`src/rtl/mem_port_arbiter.sv`:
```
// mem_port_arbiter: round-robin share of one memory data port between fetch (p0) and load/store (p1)
//  p0_*/p1_*  : requester side (read/write level requests, ready/valid pulses, load data)
//  mem_*      : downstream side (read/write pulses, held address/data, ready/valid/data in)
//  busy       : high while a transaction is in flight
module mem_port_arbiter #(
  parameter int DATA_WIDTH = 32,
  parameter int ADDRESS_BITS = 20
) (
  input  logic                    clock,
  input  logic                    reset,
  input  logic                    p0_read,
  input  logic                    p0_write,
  input  logic [ADDRESS_BITS-1:0] p0_address,
  input  logic [DATA_WIDTH-1:0]   p0_store_data,
  output logic                    p0_ready,
  output logic                    p0_valid,
  output logic [DATA_WIDTH-1:0]   p0_load_data,
  input  logic                    p1_read,
  input  logic                    p1_write,
  input  logic [ADDRESS_BITS-1:0] p1_address,
  input  logic [DATA_WIDTH-1:0]   p1_store_data,
  output logic                    p1_ready,
  output logic                    p1_valid,
  output logic [DATA_WIDTH-1:0]   p1_load_data,
  output logic                    mem_read,
  output logic                    mem_write,
  output logic [ADDRESS_BITS-1:0] mem_address,
  output logic [DATA_WIDTH-1:0]   mem_in_data,
  input  logic                    mem_ready,
  input  logic                    mem_valid,
  input  logic [DATA_WIDTH-1:0]   mem_out_data,
  output logic                    busy
);
  typedef enum logic [1:0] {IDLE, BUSY0, BUSY1} state_t;
  state_t state, state_n;
  logic last_grant, is_write, req0, req1, win1, grant, wr, done;
  always_comb begin
    req0 = p0_read | p0_write;
    req1 = p1_read | p1_write;
    win1 = req1 & (~req0 | ~last_grant);
    grant = (state == IDLE) & mem_ready & (req0 | req1);
    wr = win1 ? p1_write : p0_write;
    done = (state != IDLE) & mem_valid;
    state_n = grant ? (win1 ? BUSY1 : BUSY0) : done ? IDLE : state;
  end
  always_ff @(posedge clock or posedge reset) begin
    if (reset) begin
      state <= IDLE;
      last_grant <= 1'b1;
      is_write <= 1'b0;
      p0_ready <= 1'b0;
      p1_ready <= 1'b0;
      p0_valid <= 1'b0;
      p1_valid <= 1'b0;
      p0_load_data <= '0;
      p1_load_data <= '0;
      mem_read <= 1'b0;
      mem_write <= 1'b0;
      mem_address <= '0;
      mem_in_data <= '0;
      busy <= 1'b0;
    end else begin
      state <= state_n;
      busy <= state_n != IDLE;
      mem_read <= grant & ~wr;
      mem_write <= grant & wr;
      p0_ready <= grant & ~win1;
      p1_ready <= grant & win1;
      p0_valid <= done & (state == BUSY0);
      p1_valid <= done & (state == BUSY1);
      if (grant) begin
        is_write <= wr;
        mem_address <= win1 ? p1_address : p0_address;
        mem_in_data <= win1 ? p1_store_data : p0_store_data;
      end
      // round-robin pointer only moves when both ports contend
      if (grant & req0 & req1) last_grant <= win1;
      if (done & ~is_write & (state == BUSY0)) p0_load_data <= mem_out_data;
      if (done & ~is_write & (state == BUSY1)) p1_load_data <= mem_out_data;
    end
  end
endmodule

```
`config.mk`:
```
export PLATFORM = sky130hd
export DESIGN_NAME = mem_port_arbiter
export DESIGN_NICKNAME = d
export VERILOG_FILES = /design/src/rtl/mem_port_arbiter.sv
export SDC_FILE = /design/constraint.sdc
export NUM_CORES = 1
export LEC_CHECK = 0
export ABC_CLOCK_PERIOD_IN_PS = 6700
export CORE_UTILIZATION = 40
export DETAILED_ROUTE_END_ITERATION = 16
export GPL_TIMING_DRIVEN = 0
export PLACE_DENSITY = 0.8
export RECOVER_POWER = 50
export SKIP_CTS_REPAIR_TIMING = 1
export SYNTH_ARGS = -nofsm -noshare
export SYNTH_HDL_FRONTEND = slang
export SYNTH_SLANG_ARGS = --single-unit
```
`constraint.sdc`:
```
create_clock -name clock -period 6.7 [get_ports clock]
set_clock_uncertainty 0.2 [all_clocks]
set_input_delay 1.675 -clock clock [delete_from_list [all_inputs] [get_ports clock]]
set_output_delay 1.675 -clock clock [all_outputs]
set_load 0.005 [all_outputs]
```
==> flow_summary.yaml <==
run_status:
  status: "complete, but fails checks"
  failed_checks: "max-capacitance violations, max-slew violations"
power:
  leakage_uw: 0.00372
  power.density_mw_per_mm2: 445
  ir_drop_uv: 193
  p_total_uw: 3910
cts:
  h-tree-depth: 4
  clock_path_buffers: 2
  clk_latency_ns: 0.41
  root_buffer: "clkbuf_16"
  numCtsBuffers: 17
  cts_tree: "built"
  cts.clk_slew.worst_paths_ns: 0.05
  clock-sinks: 127
synth:
  yosysTopAreaCell: "dfrtp_1"
  syn-cell-area_sq_mm: 0.00527
  ys_warn_count: 0
  syn_inst: 352
  synthTopCellsByArea: "dfrtp_1 (60%), mux2_2 (13%), a221o_1 (9.3%)"
  ys_types: 28
  ys_ff_latch: 127
  syn_nets: 496
  synth_top_area_share_pct: 59.9
  syn_area_per_cell_sq_um: 15.0
  yosysSeqAreaShare_pct: 60.4
critical_path:
  r2r_cells: 4
  endpoint_kind: "flop"
  rr_startpoint: "state[1]"
  crit_buf_inv: 2
  cp_max_fo: 10
  rrSetupSlack_ns: 4.05
  crit_chain: "clkdlybuf4s50_1 > nor4_1 > clkbuf_1 > o21a_1 > a221o_1"
  startpoint: "p1_read"
  crit_type: "input port to flop"
  slowest_stage: "nor4_1"
  critPathMaxStageDelay_ns: 1.24
  worstPathRequired_ns: 6.84
  arrival_ns: 4.17
  startpoint_type: "input port"
  critical-path-top-delay-family: "simple AND/OR/NAND/NOR gates"
  r2r-end: "mem_address[1]"
cells_and_area:
  fin_area_sq_mm: 0.00877
  most-common-layout-cells: "clkdlybuf4s50_1 (212), dfrtp_1 (126), mux2_2 (62), dlygate4sd3_1 (54), o21a_1 (53)"
  final_common_cell: "clkdlybuf4s50_1"
  antenna_cells: 0
  layout-drive-gt1-share_pct: 19.4
  nNetsFinal: 782
  area_growth_pct: 66.5
global_routing:
  grtUsageTotal_pct: 23.4
  grt_pass1_vias: 4450
  antenna_found_initial: 0
  grt_first_pass_wirelength_um: 23700
  grt_overflow: 0
  grt_max_degree: 78
floorplan:
  die-area_sq_mm: 0.0136
  dieHeight_um: 117
  core_sq_mm: 0.0127
  initial_core_util_pct: 41.4
  row_count: 41
  io_pins: 267
  die_width_um: 117
placement:
  dp_hpwl_um: 11400
  dpl_cell_area_sq_mm: 0.00818
  gp_congestion: 0.767
  io_buffers: 266
min_path:
  hold_class: "flop to flop"
  hp-start: "p0_load_data[0]"
  min_to: "p0_load_data[0]"
  min_delay_path_depth: 1
routing:
  avgRoutedWirePerCell_um: 18.8
  drtAntennaViolNets: 0
  dr.pass1.iters: 4
  wirelength_um: 15500
  vias: 4273
  drt_drc_violations_left: 0
  routed_via_density: 5.19
  drt_iter0_drc: 191
timing:
  rsz0062_at_grt: "false"
  relSlewSlack_pct: -56.8
  setup_viol: 0
  slew_violations: 51
  timing.final.crit_share_pct: 60.1
  fmax_mhz: 248
  hold_violations: 0
  fin_tns_setup_ns: 0
  worst_pin_slew_ns: 2.34
  fin_crit_ns: 4.03
  whs_ns: 0.295
run:
  max_cap_viol_count: 2
-- worst max path at each step --
stage / cells after the start / end
6_report: 5 / mem_address[1]
2_1_floorplan: 1 / busy
5_1_grt: 5 / mem_in_data[19]
3_3_place_gp: 2 / mem_in_data[20]
3_5_place_dp: 5 / mem_in_data[24]
4_1_cts: 5 / p0_load_data[4]
-- stage by stage --
stage                     utilization, %  setup slack, ns  std cells
after floorplan                        -             1.44        352
after detailed placement            64.3             2.79        791
after global routing                69.0             2.48        823
final                               69.0             2.67        823
after global placement              64.0           -0.226        790
after CTS                           69.2             3.22        823
-- state kept, by name, summed over array words and instances (netlist names) --
name          cells
p0_valid          1
mem_read          1
state             2
p1_load_data     32
p1_ready          1
mem_in_data      32
busy              1
p0_load_data     32
last_grant        1
is_write          1
mem_write         1
p1_valid          1
p0_ready          1
mem_address      20
-- cells in the mapped netlist (all sizes together) --
library cell  number
dfrtp            126
mux2              64
o21a              53
a221o             52
buf               22
clkbuf             6
nor3               5
nor2               4
a21o               2
and3b              2
inv                2
o21ai              2
o21ba              2
a21oi              1
dfstp              1
nand2              1
nand2b             1
nor2b              1
nor4               1
o31ai              1
or2                1
or3b               1
xor2               1
-- cell families after synthesis --
group	Yosys count	share of synthesized area, %
AO/OA/AOI/OAI	113	18.6
multiplexers	64	13.7
flip-flops	127	60.4
XOR/XNOR	1	0.166
buffers and inverters	30	4.56
AND/OR/NAND/NOR	17	2.59
-- final cells by class --
| type | instances | area (sq um) |
|---|---|---|
| plain buffers | 28 | 233 |
| clock buffers | 22 | 464 |
| clock inverters | 10 | 160 |
| fillers | 922 | 3950 |
| inverters | 2 | 8.76 |
| multi-input cells | 195 | 1820 |
| flip-flops and latches | 127 | 3180 |
| well taps | 172 | 215 |
| repair buffers | 267 | 2690 |
-- worst reg2reg max path: cells and delay by family, from the launching register on --
family / cells / cell delay, ns
AO/OA/AOI/OAI: 1 / 0.18
flip-flops: 1 / 0.43
AND/OR/NAND/NOR: 2 / 1.53
buffers and inverters: 1 / 0.26
-- per-layer routing --
metal	part of all wire (%)	track usage (%)	up-vias	routed length, um
met5	0	0	-	0
li1	-	-	1934	-
met2	51	40.8	207	7920
met3	9.8	9.24	16	1520
met4	1.5	8.61	0	229
met1	37	25.9	2116	5790
-- report_power, final --
group,switching (uW),leakage [uW],internal [uW]
registers,203,0.00156,1140
logic,531,0.00186,1060
clock network,326,0.000304,641
No activity file was read; power rests on OpenSTA's default activity.
